--- src/rtl/intersection_scheduler.sv ---
// Two-direction traffic-light phase sequencer with per-second countdown,
// latched pedestrian requests, walk indicators and green truncation on cross-walk demand.
module intersection_scheduler #(
  parameter int GREEN_SEC  = 20,
  parameter int YELLOW_SEC = 3,
  parameter int ALLRED_SEC = 2,
  parameter int SHORT_SEC  = 5
) (
  input  logic       clk,
  input  logic       rst_n,
  input  logic       en,
  input  logic       sec_tick,
  input  logic       ped_req_ns,
  input  logic       ped_req_ew,
  output logic       ns_g,
  output logic       ns_y,
  output logic       ns_r,
  output logic       ew_g,
  output logic       ew_y,
  output logic       ew_r,
  output logic       walk_ns,
  output logic       walk_ew,
  output logic [4:0] count,
  output logic [2:0] phase
);

  localparam logic [2:0] NS_GREEN  = 3'd0;
  localparam logic [2:0] NS_YELLOW = 3'd1;
  localparam logic [2:0] ALLRED_1  = 3'd2;
  localparam logic [2:0] EW_GREEN  = 3'd3;
  localparam logic [2:0] EW_YELLOW = 3'd4;
  localparam logic [2:0] ALLRED_2  = 3'd5;

  localparam logic [4:0] GREEN_C  = 5'(GREEN_SEC);
  localparam logic [4:0] YELLOW_C = 5'(YELLOW_SEC);
  localparam logic [4:0] ALLRED_C = 5'(ALLRED_SEC);
  localparam logic [4:0] SHORT_C  = 5'(SHORT_SEC);

  // Lamp vector order: {ns_g, ns_y, ns_r, ew_g, ew_y, ew_r}
  localparam logic [5:0] LAMPS_ALLRED = 6'b001_001;

  logic [2:0] phase_reg, phase_next;
  logic [4:0] count_reg, count_next;
  logic       pend_ns_reg, pend_ns_next;
  logic       pend_ew_reg, pend_ew_next;
  logic       served_ns_reg, served_ns_next;
  logic       served_ew_reg, served_ew_next;
  logic [5:0] lamp_reg, lamp_next;
  logic [1:0] walk_reg, walk_next;
  logic       trunc;
  logic       enter_ns;
  logic       enter_ew;
  logic [2:0] succ;

  function automatic logic [4:0] phase_dur(input logic [2:0] p);
    case (p)
      NS_GREEN, EW_GREEN:   phase_dur = GREEN_C;
      NS_YELLOW, EW_YELLOW: phase_dur = YELLOW_C;
      default:              phase_dur = ALLRED_C;
    endcase
  endfunction

  // State register: every output is a flop, updated with the phase.
  always_ff @(posedge clk or negedge rst_n) begin
    if (!rst_n) begin
      phase_reg     <= ALLRED_2;
      count_reg     <= ALLRED_C;
      pend_ns_reg   <= 1'b0;
      pend_ew_reg   <= 1'b0;
      served_ns_reg <= 1'b0;
      served_ew_reg <= 1'b0;
      lamp_reg      <= LAMPS_ALLRED;
      walk_reg      <= 2'b00;
    end else begin
      phase_reg     <= phase_next;
      count_reg     <= count_next;
      pend_ns_reg   <= pend_ns_next;
      pend_ew_reg   <= pend_ew_next;
      served_ns_reg <= served_ns_next;
      served_ew_reg <= served_ew_next;
      lamp_reg      <= lamp_next;
      walk_reg      <= walk_next;
    end
  end

  // Next-state logic: recovery, truncation, then the tick-driven countdown.
  always_comb begin
    phase_next = phase_reg;
    count_next = count_reg;
    succ       = (phase_reg == ALLRED_2) ? NS_GREEN : phase_reg + 3'd1;
    trunc      = en && (count_reg > SHORT_C) &&
                 (((phase_reg == NS_GREEN) && pend_ew_reg) ||
                  ((phase_reg == EW_GREEN) && pend_ns_reg));
    if (phase_reg > ALLRED_2) begin
      phase_next = ALLRED_2;
      count_next = ALLRED_C;
    end else if (trunc) begin
      count_next = SHORT_C;
    end else if (en && sec_tick) begin
      if (count_reg > 5'd1) begin
        count_next = count_reg - 5'd1;
      end else begin
        phase_next = succ;
        count_next = phase_dur(succ);
      end
    end

    // Entry into a green clears its pending flag and decides whether walk is shown.
    enter_ns       = (phase_next == NS_GREEN) && (phase_reg != NS_GREEN);
    enter_ew       = (phase_next == EW_GREEN) && (phase_reg != EW_GREEN);
    pend_ns_next   = enter_ns ? 1'b0 : (pend_ns_reg | ped_req_ns);
    pend_ew_next   = enter_ew ? 1'b0 : (pend_ew_reg | ped_req_ew);
    served_ns_next = enter_ns ? (pend_ns_reg | ped_req_ns) : served_ns_reg;
    served_ew_next = enter_ew ? (pend_ew_reg | ped_req_ew) : served_ew_reg;
  end

  // Output logic, evaluated on the upcoming phase so outputs move with it.
  always_comb begin
    lamp_next = LAMPS_ALLRED;
    case (phase_next)
      NS_GREEN:  lamp_next = 6'b100_001;
      NS_YELLOW: lamp_next = 6'b010_001;
      EW_GREEN:  lamp_next = 6'b001_100;
      EW_YELLOW: lamp_next = 6'b001_010;
      default:   lamp_next = LAMPS_ALLRED;
    endcase
    walk_next = {served_ns_next && (phase_next == NS_GREEN),
                 served_ew_next && (phase_next == EW_GREEN)};
  end

  assign {ns_g, ns_y, ns_r, ew_g, ew_y, ew_r} = lamp_reg;
  assign walk_ns = walk_reg[1];
  assign walk_ew = walk_reg[0];
  assign count   = count_reg;
  assign phase   = phase_reg;

endmodule

--- config.mk ---
export PLATFORM = sky130hd
export DESIGN_NAME = intersection_scheduler
export DESIGN_NICKNAME = d
export VERILOG_FILES = /design/src/rtl/intersection_scheduler.sv
export SDC_FILE = /design/constraint.sdc
export NUM_CORES = 1
export LEC_CHECK = 0
export ABC_AREA = 1
export CORE_MARGIN = 2
export CORE_UTILIZATION = 50
export DETAILED_ROUTE_END_ITERATION = 8
export PLACE_DENSITY = 0.78
export SLEW_MARGIN = 20
export SYNTH_ARGS = -nofsm -noshare
export SYNTH_HDL_FRONTEND = slang
export SYNTH_SLANG_ARGS = --single-unit
--- constraint.sdc ---
create_clock -name clk -period 1.8 [get_ports clk]
set_input_delay 0.54 -clock clk [delete_from_list [all_inputs] [get_ports clk]]
set_output_delay 0.54 -clock clk [all_outputs]
set_load 0.05 [all_outputs]
==> results of run 1 <==
==> cell usage in the layout, fill, tap and decap left out, types with 5 or more instances in the layout <==
cell type,synthesis,routed
sky130_fd_sc_hd__nor2_4,3,8
sky130_fd_sc_hd__clkdlybuf4s50_1,0,5
sky130_fd_sc_hd__dfrtp_1,15,13
sky130_fd_sc_hd__nand3_1,9,6
sky130_fd_sc_hd__buf_12,0,10
sky130_fd_sc_hd__buf_4,0,23
sky130_fd_sc_hd__o21ai_0,9,9
sky130_fd_sc_hd__nand2_2,3,8
sky130_fd_sc_hd__inv_1,20,14
sky130_fd_sc_hd__nand4_1,5,5
sky130_fd_sc_hd__inv_2,5,9
sky130_fd_sc_hd__nor2_1,11,7
sky130_fd_sc_hd__nand2_1,27,21
==> cell type report <==
cell class	instances	area, um^2	area share
well taps	28	35.0	0.0196
clock buffers	4	47.5	0.0265
repair buffers	41	457	0.255
multi-input cells	93	633	0.353
flip-flops and latches	20	520	0.291
inverters	25	98.8	0.0552
==> worst reg2reg max path, cell delays in order, from the launching register on <==
cell and delay (ns):
sky130_fd_sc_hd__dfstp_4 0.66, sky130_fd_sc_hd__inv_4 0.05, sky130_fd_sc_hd__ha_4 0.17, sky130_fd_sc_hd__inv_2 0.06, sky130_fd_sc_hd__o21ai_2 0.08, sky130_fd_sc_hd__nand4_1 0.16
sky130_fd_sc_hd__nand2_1 0.12, sky130_fd_sc_hd__nor2_4 0.17, sky130_fd_sc_hd__nand4_1 0.13, sky130_fd_sc_hd__nand2_1 0.11, sky130_fd_sc_hd__nand2_2 0.06, sky130_fd_sc_hd__nor2_2 0.10
==> synth_stat cells, drive strengths merged <==
library cell	n
o211ai	2
a21oi	6
a31oi	1
nor2	19
nand3	11
nand2	31
o31ai	2
dfstp	5
nor3	2
ha	3
dfrtp	15
nand3b	1
inv	25
o21ai	10
nand4	5
==> logic make-up after synthesis <==
logic type / share of synthesized area
AO/OA/AOI/OAI: 0.111
buffers and inverters: 0.0843
adder cells (fa/ha/maj): 0.0337
flip-flops: 0.455
AND/OR/NAND/NOR: 0.316
==> power groups by stage <==
stage | Clock, W | Sequential (W) | Combinational [W]
2_1_floorplan | 0 | 0.00128 | 0.000807
3_3_place_gp | 0 | 0.000816 | 0.00212
3_5_place_dp | 0 | 0.000823 | 0.00216
4_1_cts | 0.000325 | 0.000818 | 0.00223
5_1_grt | 0.000344 | 0.000868 | 0.00276
6_report | 0.000318 | 0.000847 | 0.00260
==> repair_timing <==
action                                  4_1_cts  5_1_grt
buffers inserted                              1        5
endpoints found under the setup margin        9       18
pin swaps                                     4       17
gates resized for setup                       5       28
==> stage by stage <==
step | util | hold WS (ns)
floorplan | - | 0.244
global placement | 0.730 | 0.524
detailed placement | 0.730 | 0.529
CTS | 0.768 | 0.555
global route | 0.834 | 0.581
finish | 0.834 | 0.550
==> per-layer routing <==
layer / routed length (um) / global-route usage / vias up
li1: - / - / 538
met1: 1290 / 0.323 / 550
met2: 1720 / 0.431 / 63
met3: 198 / 0.0234 / 17
met4: 148 / 0.149 / 0
met5: 0 / 0 / -
==> worst min-delay path by stage <==
stage                                        from                 endpoint  slack (ns)  depth (start not counted)
after floorplan                             rst_n     count[0]$_DFFE_PN0P_        0.24                          0
after global placement    served_ew_reg$_DFF_PN0_  served_ew_reg$_DFF_PN0_        0.52                          4
after detailed placement  served_ew_reg$_DFF_PN0_  served_ew_reg$_DFF_PN0_        0.53                          4
after CTS                                   rst_n     count[2]$_DFFE_PN0P_        0.56                          2
after global routing                        rst_n     count[4]$_DFFE_PN0P_        0.58                          2
final                                       rst_n     count[2]$_DFFE_PN0P_        0.55                          2
==> out/summary.log, run 1 <==
qor: detailed_routing.drt_pre_antenna_iters 4
qor: job.maximum_capacitance_violations 0
qor: logic_synthesis.synth_area 1110 um^2
qor: detailed_routing.routed_via_density 5.54
qor: grt.groute.usage.overall 0.257
qor: power_and_ir_drop.power.total 0.00377 W
qor: placed_design.dpl_cell_area 1570 um^2
qor: min_path.hold_path.class input port to asynchronous set/reset pin
qor: worst_setup_path.regToRegStartpoint count[1]$_DFFE_PN1P_
qor: power_and_ir_drop.power_per_cell_area 2100 nW/um^2
qor: clock_network.clock_latency_late_sink 0.31 ns
qor: worst_setup_path.end_kind flop
qor: power_and_ir_drop.cell_internal_power 0.00191 W
qor: logic_synthesis.synth_top_cell_by_area sky130_fd_sc_hd__dfrtp_1
qor: finish.fin_cells 211
qor: logic_synthesis.post_synth.cell_area_avg 8.07 um^2
qor: floorplanning.y_dimension_of_the_die 51.2 um
qor: floorplanning.initial_utilization 0.518
qor: logic_synthesis.yosysSeqAreaShare 0.455
qor: worst_setup_path.critical_path.reg2reg.endpoint walk_reg[1]$_DFF_PN0_
qor: worst_setup_path.critical_path.startpoint_type flop
qor: logic_synthesis.post_synth_main_area_contributors sky130_fd_sc_hd__dfrtp_1, sky130_fd_sc_hd__dfstp_2, sky130_fd_sc_hd__nand2_1
qor: placed_design.pre_cts_ws -0.312 ns
qor: logic_synthesis.synth_largest_type_area_fraction 0.337
qor: logic_synthesis.yosysWarnings 0
qor: placed_design.port_buffers 21
qor: power_and_ir_drop.net-switching-power 0.00186 W
qor: timing.relSlewSlack 0.770
qor: timing.report.final.hold_viol_count 0
qor: worst_setup_path.worst_ep_required_time 2.05 ns
qor: detailed_routing.wire_per_inst 15.9 um
qor: detailed_routing.drcViolationCount 0
qor: finish.layout_cells_sized_above_1 0.497
qor: floorplanning.dieWidth 51.2 um
qor: clock_network.htreeDepth 1
qor: logic_synthesis.synthCells 138
qor: detailed_routing.routed_wirelength 3360 um
qor: finish.syn_to_final_growth 60.9%
qor: timing.layout_setup_ws -0.122 ns
qor: worst_setup_path.cp_top_delay_family simple AND/OR/NAND/NOR gates
qor: logic_synthesis.postSynthRegisterBits 20
qor: power_and_ir_drop.clock_power_share 0.085
qor: power_and_ir_drop.leakage_power 0.859 nW
qor: timing.setup_tns -0.397 ns
qor: worst_setup_path.crit_path_start count[1]$_DFFE_PN1P_
qor: worst_setup_path.endpoint walk_reg[1]$_DFF_PN0_
qor: clock_network.clk_slew_on_worst_s_h_paths 0.12 ns
qor: clock_network.clk_path_buf_depth 2
qor: placed_design.hpwl 2000 um
qor: worst_setup_path.critical_path_arrival 2.17 ns
qor: worst_setup_path.critical_path_cell_with_the_highest_stage_delay sky130_fd_sc_hd__dfstp_4
qor: finish.layout.cell_area.non_filler 1790 um^2
qor: status.run_status complete, but fails checks
qor: grt.first_global_vias 1126
qor: grt.wire_length_of_the_first_global_routing_pass 4960 um
qor: power_and_ir_drop.vdd_drop_max 1570 uV
qor: detailed_routing.vias 1168
qor: timing.drv_slew 0
qor: logic_synthesis.count_of_unique_library_cells_instantiated_by_yosys 23
qor: power_and_ir_drop.sw_frac_of_total 0.493
qor: timing.final.period_utilization 1.07
qor: clock_network.cts_tree yes
qor: grt.antenna_found_initial 0
qor: worst_setup_path.worst_path_largest_cell_delay 0.66 ns
qor: clock_network.cts_root_buf sky130_fd_sc_hd__clkbuf_4
qor: worst_setup_path.timing.critical_path.buf_inv 2
qor: timing.timing.final.crit_period 1.92 ns
qor: placed_design.dp_cells 201
qor: timing.final_setup_violation_count 8
qor: floorplanning.floorplan.io_pins 22
qor: status.failed_checks setup timing
qor: timing.achievable-frequency 520 MHz
qor: logic_synthesis.synth_nets 147
qor: floorplanning.number_of_rows_in_the_core_area 17
qor: worst_setup_path.crit_path_depth 11
qor: grt.grt_start_max_net_pins 21
qor: worst_setup_path.timing.critical_path.cells inv_4 -> ha_4 -> inv_2 -> o21ai_2 -> nand4_1 -> nand2_1 -> nor2_4 -> nand4_1 -> nand2_1 -> nand2_2 -> nor2_2
qor: worst_setup_path.cp_max_fo 3
qor: clock_network.cts_made_buffers 3
qor: timing.grt_setup_unrepaired true
qor: floorplanning.dieArea 2620 um^2
qor: clock_network.cts_sinks 20
qor: timing.finClkSkew 0.00752 ns
qor: finish.finalNetCount 193
qor: timing.worst_pin_slew 0.343 ns
qor: placed_design.gpl.final_weighted_congestion 0.877
qor: power_and_ir_drop.seqPwrFrac 0.225
qor: finish.largest_register_ffs 6
qor: finish.num-fill-cells 125
qor: clock_network.cts_hold_buf 0
qor: grt.grt-ovfl-total 0
qor: detailed_routing.initialDrtViolationCount 50
qor: worst_setup_path.criticalPathCategory flop to flop
qor: floorplanning.core_area 2150 um^2
qor: power_and_ir_drop.combinationalPowerShare 0.690
qor: worst_setup_path.r2r_slack -0.12 ns
qor: worst_setup_path.ff2ff_path_depth 11
qor: finish.insertedDiodeCount 0
qor: detailed_routing.route.antenna.remaining_nets 0
(Power assumes the default switching activity.)
==> inputs of run 2 (changes only) <==
--- a/config.mk
+++ b/config.mk
@@ -10,7 +10,7 @@
 export CORE_UTILIZATION = 50
 export DETAILED_ROUTE_END_ITERATION = 8
 export PLACE_DENSITY = 0.78
-export SLEW_MARGIN = 20
+export SLEW_MARGIN = 40
 export SYNTH_ARGS = -nofsm -noshare
 export SYNTH_HDL_FRONTEND = slang
 export SYNTH_SLANG_ARGS = --single-unit
==> results of run 2 <==
The final DEF is identical to that of run 1; final timing and power are the same.
==> edit 1 (config.mk and constraints of run 1) <==
Register the inputs `en`, `sec_tick`, `ped_req_ns` and `ped_req_ew` before use, with the module's reset. The logic sees them one clock later.
--- a/src/rtl/intersection_scheduler.sv
+++ b/src/rtl/intersection_scheduler.sv
@@ -39,4 +39,23 @@
   // Lamp vector order: {ns_g, ns_y, ns_r, ew_g, ew_y, ew_r}
   localparam logic [5:0] LAMPS_ALLRED = 6'b001_001;
+
+  logic en_q;
+  logic sec_tick_q;
+  logic ped_req_ns_q;
+  logic ped_req_ew_q;
+
+  always_ff @(posedge clk or negedge rst_n) begin
+    if (!rst_n) begin
+      en_q         <= '0;
+      sec_tick_q   <= '0;
+      ped_req_ns_q <= '0;
+      ped_req_ew_q <= '0;
+    end else begin
+      en_q         <= en;
+      sec_tick_q   <= sec_tick;
+      ped_req_ns_q <= ped_req_ns;
+      ped_req_ew_q <= ped_req_ew;
+    end
+  end
 
   logic [2:0] phase_reg, phase_next;
@@ -89,5 +108,5 @@
     count_next = count_reg;
     succ       = (phase_reg == ALLRED_2) ? NS_GREEN : phase_reg + 3'd1;
-    trunc      = en && (count_reg > SHORT_C) &&
+    trunc      = en_q && (count_reg > SHORT_C) &&
                  (((phase_reg == NS_GREEN) && pend_ew_reg) ||
                   ((phase_reg == EW_GREEN) && pend_ns_reg));
@@ -97,5 +116,5 @@
     end else if (trunc) begin
       count_next = SHORT_C;
-    end else if (en && sec_tick) begin
+    end else if (en_q && sec_tick_q) begin
       if (count_reg > 5'd1) begin
         count_next = count_reg - 5'd1;
@@ -109,8 +128,8 @@
     enter_ns       = (phase_next == NS_GREEN) && (phase_reg != NS_GREEN);
     enter_ew       = (phase_next == EW_GREEN) && (phase_reg != EW_GREEN);
-    pend_ns_next   = enter_ns ? 1'b0 : (pend_ns_reg | ped_req_ns);
-    pend_ew_next   = enter_ew ? 1'b0 : (pend_ew_reg | ped_req_ew);
-    served_ns_next = enter_ns ? (pend_ns_reg | ped_req_ns) : served_ns_reg;
-    served_ew_next = enter_ew ? (pend_ew_reg | ped_req_ew) : served_ew_reg;
+    pend_ns_next   = enter_ns ? 1'b0 : (pend_ns_reg | ped_req_ns_q);
+    pend_ew_next   = enter_ew ? 1'b0 : (pend_ew_reg | ped_req_ew_q);
+    served_ns_next = enter_ns ? (pend_ns_reg | ped_req_ns_q) : served_ns_reg;
+    served_ew_next = enter_ew ? (pend_ew_reg | ped_req_ew_q) : served_ew_reg;
   end
 
Check against the original RTL: not equivalent (a bounded check fails within 4 cycles, from zero or initial values and one cycle with rst_n low).
==> edit 1 against run 1 <==
  * The flow still finishes with violations (setup timing)
  * Critical path type unchanged
  * Design area is 3.6% higher
  * Worst setup slack improved by 94 ps
  * Sequential cell count increased by 4
  * Total power is 21% lower
  * Sequential share of layout area up 4.4 points
  * Largest cell class unchanged
  * Synthesized area is 9.6% higher
  * Via count rose by 1.8%
  * Combinational power is 29% lower
  * Count of clock-buffer cells in the layout unchanged
  * Routed wire length down 0.66%
==> edit 1: results (changes against run 1) <==
| Metric | Value |
|---|---|
| Status | finished, violations left (unchanged) |
| Failing checks | setup timing (unchanged) |
| Peak supply drop | 1.29 mV (was 1.57 mV) |
| Clock Path Buffers | 2 (unchanged) |
| Worst min-delay path class | register to register (was input pin to async pin) |
| Placement Setup Slack | -53.9 ps (was -312 ps) |
| First-pass GRT wire length | 4500 microns (was 4960 microns) |
| Top delay family on crit path | flip-flops (was simple AND/OR/NAND/NOR gates) |
| Final setup viols | 7 (was 8) |
| Comb power frac | 0.619 (was 0.690) |
| Worst slew margin | 0.742 (was 0.770) |
| Vias per cell | 5.53 (was 5.54) |
| Post-synth top cells | nand2_1, inv_1, dfrtp_1 (unchanged) |
| Total GRT Usage | 0.223 (was 0.257) |
| Cells after DPL | 205 (was 201) |
| Fin nets | 197 (was 193) |
| GP Congestion | 0.967 (was 0.877) |
| Post-route setup slack | -28.4 ps (was -122 ps) |
| Pleak | 0.880 nW (was 0.859 nW) |
| Via Count | 1189 (was 1168) |
| DP HPWL | 2030 microns (was 2000 microns) |
| Clk_skew | 7.11 ps (was 7.52 ps) |
| Syn nets | 158 (was 147) |
| DRT Wirelength | 3330 microns (was 3360 microns) |
| Share of cells above drive strength 1 | 0.449 (was 0.497) |
| DRT iter0 DRCs | 46 (was 50) |
| Largest net degree at the start of global routing | 25 (was 21) |
| DP Area | 0.00162 sq mm (was 0.00157 sq mm) |
| Synth Instances | 149 (was 138) |
| Vias in the first global route | 1060 (was 1126) |
| Adder-cell area share of the yosys netlist | 0.0308 (was 0.0337) |
| Compound-cell area share of the yosys netlist | 0.0821 (was 0.111) |
| Setup TNS | -106 ps (was -397 ps) |
| Seq group | 0.000857 W (was 0.000847 W) |
| Sw Ratio | 0.465 (was 0.493) |
| Register area share after synthesis | 0.497 (was 0.455) |
| Resized Gates After CTS | 8 (was 5) |
| Arr. time, crit path | 2070 ps (was 2170 ps) |
| P_int | 0.00160 W (was 0.00191 W) |
edit 1: cell types whose count changed after synthesis, moves of 3 or more:
cell,delta
dfrtp_1,+4
inv_1,+3
nand2_1,+5
nor2_1,+7
edit 1: worst paths after layout:
path                                   start           to  slack [ps]  cells past startpoint
worst min-delay path            ped_req_ew_q  pend_ew_reg         510                      2
worst min register to register  ped_req_ew_q  pend_ew_reg         510                      2
max in group asynchronous              rst_n  lamp_reg[0]         940                      2
worst max register to register      count[1]     count[2]         -30                      9
worst max-delay path                count[1]     count[2]         -30                      9
min in group asynchronous              rst_n  pend_ew_reg         570                      2
edit 1: per-layer routing:
metal  up-vias  share of wire  global-route usage
met2        49           0.50               0.385
li1        548              -                   -
met5         -              0                   0
met1       588           0.43               0.277
met3         4          0.057              0.0339
met4         0          0.014              0.0897
edit 1: layout make-up:
cell class	count	area [sq um]
Sequential cell	24	622
Inverter	26	105
Multi-Input combinational cell	99	654
Tap cell	28	35.0
Clock buffer	4	36.3
Fill cell	133	398
Timing Repair Buffer	34	404
==> edit 2 (settings of run 1) <==
Made on the original files. `GREEN_SEC`: 20 -> 10.
--- a/src/rtl/intersection_scheduler.sv
+++ b/src/rtl/intersection_scheduler.sv
@@ -2,5 +2,5 @@
 // latched pedestrian requests, walk indicators and green truncation on cross-walk demand.
 module intersection_scheduler #(
-  parameter int GREEN_SEC  = 20,
+  parameter int GREEN_SEC  = 10,
   parameter int YELLOW_SEC = 3,
   parameter int ALLRED_SEC = 2,
Formal check against the unedited RTL: not equivalent (Yosys sat finds a counterexample within 4 cycles, from zero or initial values and one cycle with rst_n low).
==> edit 2 against run 1 <==
  * The run still ends with setup timing left
  * Routed wire length down 4.5%
  * Die area rose by 1.9%
  * Sequential cell count is the same
  * Hold slack lost 6.9 ps
  * Highest routed layer unchanged
  * Synthesized area rose by 2.0%
  * Design area rose by 2.2%
  * Worst setup slack improved by 56 ps
  * Total power up 5.1%
==> edit 2: results (changes against run 1) <==
| Metric | Value |
|---|---|
| Ys flop type | dfrtp_1 (unchanged) |
| FFs w/ async S/R, synth | 1.00 (unchanged) |
| Failing checks | setup timing (unchanged) |
| CLK BUF | 3 (was 4) |
| Comb power frac | 0.688 (was 0.690) |
| Post-synth top cells | nand2_1, inv_1, dfrtp_1 (unchanged) |
| Syn nets | 149 (was 147) |
| Sw Ratio | 0.487 (was 0.493) |
| Worst slew margin | 0.777 (was 0.770) |
| DRT Wirelength | 3210 microns (was 3360 microns) |
| Status | finished, violations left (unchanged) |
| Final setup viols | 4 (was 8) |
| Total GRT Usage | 0.219 (was 0.257) |
| Setup slack, reg-to-reg | -70 ps (was -120 ps) |
| Largest cells by area after synthesis | dfrtp_1, dfstp_2, nand2_1 (unchanged) |
| DRT iter0 DRCs | 60 (was 50) |
| First-pass GRT wire length | 4300 microns (was 4960 microns) |
| FILL cells | 110 (was 125) |
| Buffering overhead | 0.247 (was 0.255) |
| Arr. time, crit path | 2080 ps (was 2170 ps) |
| Fraction of area in registers | 0.282 (was 0.291) |
| Post-route setup slack | -66.3 ps (was -122 ps) |
| Area of the multi-input gates | 659 sq um (was 633 sq um) |
| Comb_multi_in | 91 (was 93) |
| Clk pwr share | 0.093 (was 0.085) |
| Pre-antenna DRT Iters | 5 (was 4) |
| DP HPWL | 1900 microns (was 2000 microns) |
| Number of non-clock inverters | 29 (was 25) |
| Fin nets | 195 (was 193) |
| Register area share after synthesis | 0.446 (was 0.455) |
| DP Area | 0.00158 sq mm (was 0.00157 sq mm) |
| Share of cells above drive strength 1 | 0.497 (about the same) |
| Overall Power | 0.00396 W (was 0.00377 W) |
| Crit Reg-Reg Endpoint | walk_reg[0] (was walk_reg[1]) |
| Worst skew pair latency | 310 ps (about the same) |
| Final clock-cell share | 0.0287 (was 0.0265) |
| Hold Slack | 544 ps (was 550 ps) |
| Design area | 0.00183 sq mm (was 0.00179 sq mm) |
| CP peak stage delay | 500 ps (was 660 ps) |
| Synth Cell Area | 0.00114 sq mm (was 0.00111 sq mm) |
| GP Congestion | 0.870 (was 0.877) |
| Seq cells | 20 (unchanged) |
| Max reg flops | 6 (unchanged) |
| Peak supply drop | 1.74 mV (was 1.57 mV) |
## edit 2: changes by cell type in the layout (fill, tap and decap cells not counted), sizes merged, moves of 2 or more
cell	before	now
a21oi	6	4
inv	25	29
nand3	11	13
nor2	19	17
## edit 2: layer usage
| layer | track usage | wire, microns | vias up |
|---|---|---|---|
| li1 | - | - | 534 |
| met5 | 0 | 0 | - |
| met2 | 0.370 | 1670 | 65 |
| met1 | 0.270 | 1240 | 549 |
| met3 | 0.0316 | 229 | 11 |
| met4 | 0.118 | 63 | 0 |
## edit 2: cells by family (layout without fill, tap and decap cells)
kind of cell    Yosys count  count (layout)  synth area share
compound gates           19              19            0.0958
xor+xnor                  1               1           0.00771
fa+ha+maj                 3               3            0.0330
buf+inv                  29              74            0.0958
flops                    20              20             0.446
simple gates             68              68             0.322
## edit 2: repair_timing
item	4_1_cts	5_1_grt
endpoints found under the setup margin	7	14
resized for setup	8	28
buffers inserted	5	5
cloned	0	0
pin swaps	6	15
hold endpoints to repair	0	0
hold buffers	0	0
## edit 2: per-stage QoR
| step | setup TNS (ps) | cells |
|---|---|---|
| 6_report | -150 | 213 |
| 5_1_grt | -812 | 213 |
| 4_1_cts | -5.06 | 208 |
| 3_5_place_dp | -2630 | 199 |
| 3_3_place_gp | -1980 | 199 |
| 2_1_floorplan | 0 | 140 |
## edit 2: worst max-delay path by stage
stage	from	to	slack [ps]
6_report	count[1]	walk_reg[0]	-70
5_1_grt	count[1]	walk_reg[0]	-120
4_1_cts	en	walk_reg[0]	-5
3_5_place_dp	en	walk_reg[0]	-310
3_3_place_gp	en	walk_reg[0]	-230
2_1_floorplan	count[1]	served_ew_reg	0.7
## edit 2: worst reg2reg max path, delay by kind of cell, from the launching register on
family | cells | cell delay [ps]
buf+inv | 1 | 150
flops | 1 | 500
simple gates | 10 | 1110
